==> src/rtl/prn_free_arbiter.sv <==
// ============================================================================
// Module   : prn_free_arbiter
// Brief    : Round-robin collector of freed PRN groups into a circular buffer
//            that drains up to NUM_LANES PRNs per cycle into the renamer.
// Revision : 1.0 - initial release
// ============================================================================
`default_nettype none

module prn_free_arbiter #(
    parameter int PRN_BITS  = 6,
    parameter int NUM_LANES = 3,
    parameter int NUM_SRC   = 2,
    parameter int BUF_DEPTH = 8
) (
    input  logic                                          clk,
    input  logic                                          rst,
    input  logic [NUM_SRC-1:0]                            i_src_valid,
    input  logic [NUM_SRC-1:0][NUM_LANES-1:0]             i_src_prn_valid,
    input  logic [NUM_SRC-1:0][NUM_LANES-1:0][PRN_BITS-1:0] i_src_prns,
    output logic [NUM_SRC-1:0]                            o_src_ready,
    output logic [NUM_LANES-1:0]                          o_free_valid,
    output logic [NUM_LANES-1:0][PRN_BITS-1:0]            o_free_prns,
    output logic [$clog2(BUF_DEPTH+1)-1:0]                o_count,
    output logic                                          o_busy
);

    localparam int c_PTR_BITS = $clog2(BUF_DEPTH);
    localparam int c_CNT_BITS = $clog2(BUF_DEPTH+1);
    localparam int c_RR_BITS  = (NUM_SRC > 1) ? $clog2(NUM_SRC) : 1;
    localparam logic [PRN_BITS-1:0]   c_INVALID   = {PRN_BITS{1'b1}};
    localparam logic [c_CNT_BITS-1:0] c_SPACE_MAX = c_CNT_BITS'(BUF_DEPTH - NUM_LANES);
    localparam logic [c_CNT_BITS-1:0] c_LANES     = c_CNT_BITS'(NUM_LANES);

    logic [PRN_BITS-1:0]   r_buf [BUF_DEPTH];
    logic [c_PTR_BITS-1:0] r_head;
    logic [c_PTR_BITS-1:0] r_tail;
    logic [c_CNT_BITS-1:0] r_count;
    logic [c_RR_BITS-1:0]  r_rr;

    logic                  w_found;
    logic [c_RR_BITS-1:0]  w_winner;
    logic                  w_space;
    logic                  w_accept;
    logic [c_RR_BITS-1:0]  w_rr_next;
    logic [NUM_LANES-1:0]  w_lane_push;
    logic [c_PTR_BITS-1:0] w_waddr [NUM_LANES];
    logic [c_CNT_BITS-1:0] w_push;
    logic [c_CNT_BITS-1:0] w_pop;

    // Space is judged on the pre-pop count, so a full group always fits.
    assign w_space  = (r_count <= c_SPACE_MAX);
    assign w_accept = w_found && w_space;
    assign w_pop    = (r_count < c_LANES) ? r_count : c_LANES;

    always_comb begin : p_arb
        logic [c_RR_BITS-1:0] w_cand;
        w_found   = 1'b0;
        w_winner  = '0;
        w_cand    = '0;
        for (int k = 0; k < NUM_SRC; k++) begin
            w_cand = c_RR_BITS'((int'(r_rr) + k) % NUM_SRC);
            if (!w_found && i_src_valid[w_cand]) begin
                w_found  = 1'b1;
                w_winner = w_cand;
            end
        end
        w_rr_next   = c_RR_BITS'((int'(w_winner) + 1) % NUM_SRC);
        o_src_ready = '0;
        if (w_found) begin
            o_src_ready[w_winner] = w_space;
        end
    end

    // Valid lanes are packed densely in lane order starting at tail.
    always_comb begin : p_pack
        w_push = '0;
        for (int j = 0; j < NUM_LANES; j++) begin
            w_lane_push[j] = w_accept && i_src_prn_valid[w_winner][j] &&
                             (i_src_prns[w_winner][j] != c_INVALID);
            w_waddr[j]     = r_tail + c_PTR_BITS'(w_push);
            if (w_lane_push[j]) begin
                w_push = w_push + c_CNT_BITS'(1);
            end
        end
    end

    always_comb begin : p_drain
        for (int i = 0; i < NUM_LANES; i++) begin
            o_free_valid[i] = (c_CNT_BITS'(i) < r_count);
            o_free_prns[i]  = r_buf[r_head + c_PTR_BITS'(i)];
        end
    end

    assign o_count = r_count;
    assign o_busy  = (r_count != '0);

    always_ff @(posedge clk) begin
        if (rst) begin
            r_head  <= '0;
            r_tail  <= '0;
            r_count <= '0;
            r_rr    <= '0;
            for (int b = 0; b < BUF_DEPTH; b++) begin
                r_buf[b] <= '0;
            end
        end else begin
            for (int j = 0; j < NUM_LANES; j++) begin
                if (w_lane_push[j]) begin
                    r_buf[w_waddr[j]] <= i_src_prns[w_winner][j];
                end
            end
            r_tail  <= r_tail + c_PTR_BITS'(w_push);
            r_head  <= r_head + c_PTR_BITS'(w_pop);
            r_count <= r_count - w_pop + w_push;
            if (w_accept) begin
                r_rr <= w_rr_next;
            end
        end
    end

endmodule

`default_nettype wire
==> config.mk <==
export PLATFORM = sky130hd
export DESIGN_NAME = prn_free_arbiter
export DESIGN_NICKNAME = d
export VERILOG_FILES = /design/src/rtl/prn_free_arbiter.sv
export SDC_FILE = /design/constraint.sdc
export NUM_CORES = 1
export LEC_CHECK = 0
export CAP_MARGIN = 20
export CORE_UTILIZATION = 30
export CTS_CLUSTER_SIZE = 10
export DETAILED_ROUTE_END_ITERATION = 10
export GPL_ROUTABILITY_DRIVEN = 0
export SLEW_MARGIN = 20
export SYNTH_ARGS = -nofsm -noshare
export SYNTH_HDL_FRONTEND = slang
export SYNTH_SLANG_ARGS = --single-unit
==> constraint.sdc <==
create_clock -name clk -period 12.9 [get_ports clk]
set_clock_uncertainty 0.1 [all_clocks]
set_input_delay 2.58 -clock clk [delete_from_list [all_inputs] [get_ports clk]]
set_output_delay 2.58 -clock clk [all_outputs]
set_load 0.05 [all_outputs]
# After elaboration in Yosys (flattened, before gate mapping)
# Memories as Yosys holds them, arrays and structs flattened. A register that Yosys moved wholly into a read port is not among the register bits.
# Cells that the tools add are included.
op_classes:
  mux: 40
  eq_ne: 3
  bitwise: 1
  add_sub_neg: 12
  reduce_logical: 14
  shift: 0
  div: 0
  n_lt_le_gt_ge: 9
  n_mul: 0
ops:
  columns: ["operator", "count"]
  rows:
  - ["18-bit two-way mux", 2]
  - ["1-bit two-way mux", 24]
  - ["3-bit two-way mux", 6]
  - ["6-bit two-way mux", 3]
  - ["6-bit inequality test (second input constant)", 3]
  - ["6-bit OR reduction", 3]
  - ["3-bit adder", 4]
  - ["4-bit two-way mux", 3]
  - ["1-bit logical AND", 9]
  - ["4-bit by 1-bit adder with 4-bit output (second input constant)", 2]
  - ["1-bit by 4-bit less-than comparator with 1-bit output (first input constant)", 2]
  - ["1-bit by 2-bit less-than comparator with 1-bit output (second input constant)", 3]
  - ["4-bit adder", 1]
  - ["4-bit by 3-bit less-or-equal comparator with 1-bit output (second input constant)", 1]
  - ["2-bit by 4-bit less-than comparator with 1-bit output (first input constant)", 1]
  - ["4-bit by 2-bit less-than comparator with 1-bit output (second input constant)", 1]
  - ["4-bit nonzero test", 1]
  - ["4-bit subtractor", 1]
  - ["3-bit by 1-bit adder with 3-bit output (second input constant)", 1]
  - ["3-bit by 2-bit adder with 3-bit output (second input constant)", 1]
  - ["1-bit adder (second input constant)", 2]
  - ["2-bit bitwise AND", 1]
  - ["2-bit two-way mux", 1]
  - ["1-bit demux with 1-bit select", 1]
  - ["2 further kinds", 2]
totals:
  mem_count: 1
  ramBits: 48
  register_bits: 11
  output_inout_bits: 28
  wordCells: 84
  latch_bits: 0
  inputBits: 46
  rom_bits: 0
mem_list:
  columns: ["memory", "words", "word_bits", "read_ports", "rd_clocked_by_memory_dff", "write_ports", "line", "source"]
  rows:
  - ["r_buf", 8, 6, 3, 1, 8, "34", "logic [PRN_BITS-1:0] r_buf [BUF_DEPTH];"]

# Logic depth before layout (Yosys ltp)
# Gate-level depths: netlist of run 1.
logic_depth:
  word_depth: 16
  depth_mapped: 17
  mapped_depth_nobuf: 15

# Worst setup path after synthesis of run 1
# No wires, ideal clock.
synth_path:
  kind: "input to output"
  startpoint: "in i_src_valid[0]"
  endpoint: "out o_src_ready[1]"
  required_time_ns: 10.220
  setup_slack_ns: 6.381
  path_buffers: 2
  arrival_time_ns: 3.839
  path_stages: 5
  cell_sequence: "nand2b_1 > buf_2 > nand2_1 > clkbuf_1 > nor2_1"
synth_via:
  elab_chain_cells: 12
  elab_cells_between_ends: 17
  cone_classes: "2 x order compare; 11 x mux; 1 x bitwise; 3 x reduce/logical"
synth_lines:
  columns: ["element", "line", "source"]
  rows:
  - ["start, declared", "17", "input logic [NUM_SRC-1:0] i_src_valid,"]
  - ["1-bit two-way mux (not written as such) (2 in a row)", "62", "if (!w_found && i_src_valid[w_cand]) begin"]
  - ["1-bit two-way mux", "62", null]
  - ["1-bit logical NOT", "62", null]
  - ["1-bit logical AND", "62", null]
  - ["1-bit two-way mux", "62", null]
  - ["1-bit by 2-bit less-than comparator with 1-bit output (not written as such) / 1-bit >= comparator (equally long branches)", "70", "o_src_ready[w_winner] = w_space;"]
  - ["1-bit logical AND (not written as such)", "70", null]
  - ["1-bit two-way mux (not written as such)", "70", null]
  - ["1-bit demux with 1-bit select", "70", null]
  - ["2-bit bitwise AND (no source line)", null, null]
  - ["2-bit two-way mux *", "69", "if (w_found) begin"]
  - ["end, declared", "20", "output logic [NUM_SRC-1:0] o_src_ready,"]
# Mark *: on every way between the ends. The rest lies on a longest branch, timed or not. The select of a mux whose other input is x is not followed.

==> metrics.md, run 1 <==
| Metric | Value |
|---|---|
| DRT Pass-1 Iters | 5 |
| Io pins | 74 |
| Setup total negative slack | 0 ns |
| Compound-cell area share of the yosys netlist | 0.188 |
| Worst Min Path Start | r_rr$_SDFFE_PP0P_ |
| Post-CTS Setup Inserts | 0 |
| Fin crit share | 0.578 |
| Die Span X | about 130 µm |
| Worst slew pin tran | 0.989 ns |
| Aggregate global routing overflow | 0 |
| Reg2reg end | r_buf[3][0]$_DFFE_PP_ |
| Hold endpoint | r_rr$_SDFFE_PP0P_ |
| Clock power share | 0.170 |
| YS warnings | 0 |
| Place WS | 5.16 ns |
| Unrepaired setup endpoints after global routing | false |
| Worst Path Required | 12.87 ns |
| Sequential area share after synthesis | 0.328 |
| Via/cell ratio | 5.86 |
| DP HPWL | 12,400 µm |
| Hold buffer count at cts | 0 |
| Post-synth EDFFs | 48 |
| Ant diodes | 0 |
| Commonest non-fill, non-tap cell in the layout | clkdlybuf4s50_1 |
| Synthesized area | 5060 µm² |
| Post-synthesis mux area share | 0.186 |
| Outcome | complete, no violations |
| Internal power | 761 µW |
| Nature of the critical path endpoint | register |
| Avg Synthesized Cell Area | 10.4 µm² |
| Core footprint | around 17,000 µm² |
| CTS tree | built |
| Gr usage total | 0.187 |
| Remaining routing DRC violations | 0 |
| Initial DRC Count | 437 |
| Final ANT Viol Nets | 0 |
| Power share of the sequential group | 0.211 |
| Clk root buf | clkbuf_16 |
| Switching power | just under 700 µW |
| Area Overhead vs Synth | 23.7% |
| Total Nets Final | 607 |
| CP arrival | between 7 and 8 ns |
| Main combinational cell family by area after synthesis | simple AND/OR/NAND/NOR gates |
| Largest net degree at the start of global routing | 39 |
| Syn nets | 550 |
| Via count of the first global-routing pass | 4,391 |
| Synth cell types | 57 |
| Combinational share of power | 0.619 |
| WL final | 15,900 µm |
| Worst VDD drop | 0.211 mV |
| Clock buffer depth | 2 |
| Clk slew on worst S/H paths | 0.05 ns |
| Switching Share | 0.471 |
| Final Slew Violations | 0 |
| DR WL/cell | 20.6 µm |
| Post-Synthesis Cells | 487 |
| Post-CTS Resized | 0 |
| Startpoint Class | primary input |
| Min Tclk post-route | around 7.5 ns |
| Async SR Flop Fraction | 0 |
| Worst R2R Start | r_rr$_SDFFE_PP0P_ |
| Most frequent CP cell | ha_1 |
| Simple-gate share of the synthesized area | 0.188 |
| Port bufs | 73 |
| Total power | ~1.4 mW |
| Slowest cell on crit path | nor2_1 |
| Initial Utilization | 0.307 |
| Max_cap viols | 0 |
| CP Buf/Inv Count | 2 |
| Clock sink total | 59 |
| Final Hold Vio Count | 0 |
| Die height | 132 µm |
| Vias post-DR | 4,509 |
| Most used DFF post-synth | edfxtp_1 |
| Final setup fails | 0 |
| FF+latch count, synth | 59 |
| Most frequent cells in the layout | clkdlybuf4s50_1 (73), nand2_1 (61), edfxtp_1 (48) |
| Fmax | roughly 0.13 GHz |
| Crit path max-delay family | simple AND/OR/NAND/NOR gates |
| Layout cells sized above 1 | 0.173 |
| Initial antenna violation count | 0 |
| Power per standard cell area | 229 nW/µm² |
| Synth Area in XOR/XNOR | 0.0190 |
| Path depth of the worst reg2reg path | 14 |
| CP max FO | 14 |
| Cells along the critical path | clkdlybuf4s50_1, a21boi_0, a32oi_1, nand2b_1, nor2_4, inv_2, ha_1, ha_1, fa_1, nor3b_1, nand4_1, nor2_1, a211oi_2, a221o_1 |
| Worst setup margin | 5.45 ns |
| Synth Area in Adders | 0.0479 |
| Hold depth | 1 |
| First-pass GRT wire length | 24,900 µm |
| HP Class | register to register |
| Worst-skew pair later-pin latency | 0.33 ns |
| Std-Cell Rows | 47 |
| Worst stage delay on the critical path | 0.66 ns |
| H-tree Lvls | 3 |
| Crit Path Category | primary input to register |
| Lkg Pwr | approximately 2.2 nW |
| Relative slew margins | 0.341 |
| Num CTS Buffers | 9 |
| Die ar. | 17,400 µm² |
| Reg2reg setup slack | 7.99 ns |
layer usage:
metal / global-route usage / wire length [µm] / vias to the layer above
met2: 0.312 / 7630 / 243
met3: 0.0469 / 1410 / 28
li1: - / - / 2064
met5: 0 / 0 / -
met4: 0.0652 / 328 / 0
met1: 0.235 / 6490 / 2174
power groups by stage:
stage | Combinational [mW] | Sequential (mW) | Clock (mW)
3_3_place_gp | 0.873 | 0.306 | 0
5_1_grt | 0.950 | 0.311 | 0.253
6_report | 0.890 | 0.304 | 0.244
2_1_floorplan | 0.661 | 0.290 | 0
4_1_cts | 0.894 | 0.304 | 0.246
3_5_place_dp | 0.891 | 0.308 | 0
registers in the layout (all words and copies together) (netlist names):
signal / flops
r_rr: 1
r_buf: 48
o_count: 4
r_tail: 3
r_head: 3
cells by family (layout without fill, tap and decap cells):
family	after synthesis	count (layout)
AO/OA/AOI/OAI	100	100
XOR/XNOR	11	11
adder cells (fa/ha/maj)	17	17
buffers and inverters	50	112
flip-flops	59	59
multiplexers	60	60
AND/OR/NAND/NOR	190	190
area by class of cell:
type                       count  area (µm²)
fill                        1595       10300
multi-input combinational    378        3190
sequential                    59        1660
timing repair buffer          78         768
tap                          220         275
clock buffer                   9         225
clock inverter                 7        81.3
inverter                      18        67.6
worst register-to-register path, delay by kind of cell, from the launching register on:
family / cells / cell delay [ns]
adders and majority gates: 3 / 1.10
buffers and inverters: 2 / 0.41
and+or+nand+nor: 6 / 1.85
DFF: 1 / 0.34
AOI/OAI and AO/OA: 3 / 0.87
metrics by stage:
stage	hold slack (ns)	utilization	cells	area, µm²
after floorplan	0.381	-	487	5060
after global placement	0.401	0.361	753	5960
after detailed placement	0.429	0.361	753	5960
after CTS	0.438	0.379	769	6270
after global routing	0.453	0.379	769	6270
final	0.434	0.379	769	6270
synthesized netlist by cell type, types with 4 or more instances:
cell      instances  area (µm²)
a211o_1           8        70.1
nor2b_1           6        37.5
nand4_1           8        50.1
mux4_2           24         541
nor3_1           33         165
xor2_1            6        52.6
or2_2             4        25.0
mux2i_1           5        50.1
or3_1            23         144
inv_1            14        52.6
mux2_2           31         349
fa_1              4        80.1
buf_2             7        35.0
a221o_1          30         300
xnor2_1           5        43.8
o21ai_0           5        25.0
nor2_1           24        90.1
dfxtp_1          11         220
edfxtp_1         48        1440
buf_4             5        37.5
nand2_1          61         229
buf_1             5        18.8
and2_1            4        25.0
a21oi_1          10        50.1
ha_1             13         163
clkbuf_1         14        52.6
o221ai_1         18         158
nand3_1          13        65.1
worst max-delay path by stage:
stage / start / slack, ns / end / depth (start not counted)
finish: i_src_valid[1] / 5.45 / r_buf[3][0]$_DFFE_PP_ / 14
floorplan: i_src_valid[0] / 6.38 / o_src_ready[1] / 5
detailed placement: i_src_valid[1] / 5.16 / r_buf[3][1]$_DFFE_PP_ / 14
CTS: i_src_valid[0] / 5.47 / o_src_ready[1] / 5
global placement: i_src_valid[1] / 5.42 / r_buf[0][1]$_DFFE_PP_ / 14
global route: i_src_valid[1] / 4.96 / r_buf[3][0]$_DFFE_PP_ / 14
Note: power is estimated with default switching activity, not from simulation.
==> run 2, diff against run 1 <==
==> constraint.sdc (replaced) <==
create_clock -name clk -period 6.3 [get_ports clk]
set_clock_uncertainty 0.1 [all_clocks]
set_input_delay 1.26 -clock clk [delete_from_list [all_inputs] [get_ports clk]]
set_output_delay 1.26 -clock clk [all_outputs]
set_load 0.05 [all_outputs]
==> metrics.md, run 2 (same netlist as run 1, synthesis figures left out) <==
| Metric | Value |
|---|---|
| Outcome | complete, no violations |
| Setup total negative slack | 0 ns |
| WL final | 16,000 µm |
| HP Class | register to register |
| First-pass GRT wire length | between 20,000 and 30,000 µm |
| Core footprint | 16,500 µm² |
| CP arrival | 5.70 ns |
| CP max FO | 14 |
| DP Cell Count | 758 |
| Fin crit share | 0.922 |
| Ant diodes | 0 |
| Io pins | 74 |
| Clock buffer depth | 2 |
| Nature of the critical path endpoint | register |
| Clk root buf | clkbuf_16 |
| Fin cells | 774 |
| Via/cell ratio | 5.84 |
| Initial antenna violation count | 0 |
| Crit path max-delay family | simple AND/OR/NAND/NOR gates |
| Fmax | 0.172 GHz |
| Via count of the first global-routing pass | 4,599 |
| Gr usage total | 0.187 |
| Hold buffer count at cts | 0 |
| Grt met2 use | 0.325 |
| Slowest cell on crit path | clkdlybuf4s50_1 |
| Worst-skew pair later-pin latency | 0.32 ns |
| DRT Pass-1 Iters | 7 |
| Unrepaired setup endpoints after global routing | false |
| Die ar. | 17,400 µm² |
| Final Hold Vio Count | 0 |
| Clk slew on worst S/H paths | 0.05 ns |
| Initial DRC Count | 363 |
| Total power | 2.97 mW |
| Most frequent CP cell | ha_1 |
| Max reg flops | 48 |
| Fill count | approximately 1,600 |
| Std-Cell Rows | 47 |
| Worst setup margin | 0.490 ns |
| Final ANT Viol Nets | 0 |
| Gr busiest metal | met2 |
| Die height | around 130 µm |
| Post-CTS Resized | 0 |
| Min Tclk post-route | 5.81 ns |
| Aggregate global routing overflow | 0 |
| Most frequent cells in the layout | clkdlybuf4s50_1 (73), nand2_1 (61), edfxtp_1 (48) |
| Remaining routing DRC violations | 0 |
| Largest net degree at the start of global routing | 38 |
| Worst Path Required | between 6 and 7 ns |
| DR WL/cell | roughly 21 µm |
| Met1 global-route usage | 0.234 |
| Clock sink total | 59 |
| Initial Utilization | 0.307 |
| CP Buf/Inv Count | 2 |
| Worst slew pin tran | 0.887 ns |
| Num CTS Buffers | 9 |
| Vias post-DR | 4,521 |
| FF+latch area | approximately 1700 µm² |
| Port bufs | 73 |
| Total Nets Final | 612 |
| Lkg Pwr | ~2.2 nW |
| Worst VDD drop | 0.382 mV |
| Place WS | 0.225 ns |
| Startpoint Class | primary input |
| Area of the multi-input gates | 3190 µm² |
| Post-CTS Setup Inserts | 0 |
| Largest register by flop count | r_buf |
| Relative slew margins | 0.409 |
| Final setup fails | 0 |
| Layout cells sized above 1 | 0.181 |
| Commonest non-fill, non-tap cell in the layout | clkdlybuf4s50_1 |
| DP HPWL | 12,500 µm |
| Crit Path Category | primary input to register |
| GRT met3 Usage | 0.0304 |
| Max_cap viols | 0 |
| CTS tree | built |
| Final Slew Violations | 0 |
| Cells along the critical path | clkdlybuf4s50_1, a21boi_0, a32oi_1, a2111oi_2, inv_2, ha_1, ha_1, fa_1, nor3_1, nand4_1, nor2_2, or4b_1 |
| H-tree Lvls | 3 |
| Power per standard cell area | 471 nW/µm² |
| Die Span X | 132 µm |
| Area Overhead vs Synth | 24.4% |
| Worst stage delay on the critical path | 0.61 ns |
run 2: changes by cell type in the layout (fill, tap and decap cells not counted), sizes merged:
cell / delta
clkinv: +2
clkinvlp: +1
inv: -3
buf: +5
run 2: cell type report:
class | count | area share
multi-input combinational | 378 | 0.506
sequential | 59 | 0.264
timing repair buffer | 83 | 0.128
tap | 220 | 0.0437
clock buffer | 9 | 0.0358
clock inverter | 7 | 0.0121
inverter | 18 | 0.0107
run 2: power breakdown:
group / total (mW) / leakage [nW] / switching [mW] / internal, mW
registers: 0.586 / 0.589 / 0.0772 / 0.509
logic: 1.89 / 1.51 / 1.14 / 0.750
clock network: 0.494 / 0.142 / 0.186 / 0.308
total: 2.97 / 2.24 / 1.40 / 1.57
run 2: final timing paths:
path / to / slack, ns / cells after the start / startpoint
min reg2reg: r_rr$_SDFFE_PP0P_ / 0.42 / 1 / r_rr$_SDFFE_PP0P_
max reg2reg: r_buf[1][2]$_DFFE_PP_ / 1.81 / 11 / r_rr$_SDFFE_PP0P_
min: r_rr$_SDFFE_PP0P_ / 0.42 / 1 / r_rr$_SDFFE_PP0P_
max: r_buf[1][2]$_DFFE_PP_ / 0.49 / 12 / i_src_valid[1]
run 2: stage by stage:
step | hold WS [ns] | cell area, µm² | utilization
after detailed placement | 0.410 | 6000 | 0.363
after global placement | 0.398 | 6000 | 0.363
after floorplan | 0.381 | 5060 | -
final | 0.419 | 6300 | 0.381
after global routing | 0.458 | 6300 | 0.381
after CTS | 0.419 | 6300 | 0.381
run 2: worst reg2reg max path, stage by stage (launching register included):
cell	delay, ns
dfxtp_1	0.33
a21boi_0	0.38
a32oi_1	0.15
a2111oi_2	0.45
inv_2	0.16
ha_1	0.39
ha_1	0.21
fa_1	0.44
nor3_1	0.37
nand4_1	0.17
nor2_2	0.56
or4b_1	0.43
run 2: routing by layer:
metal	up-vias	wire length, µm
li1	2065	-
met1	2225	6870
met5	-	0
met2	197	7800
met3	34	904
met4	0	428
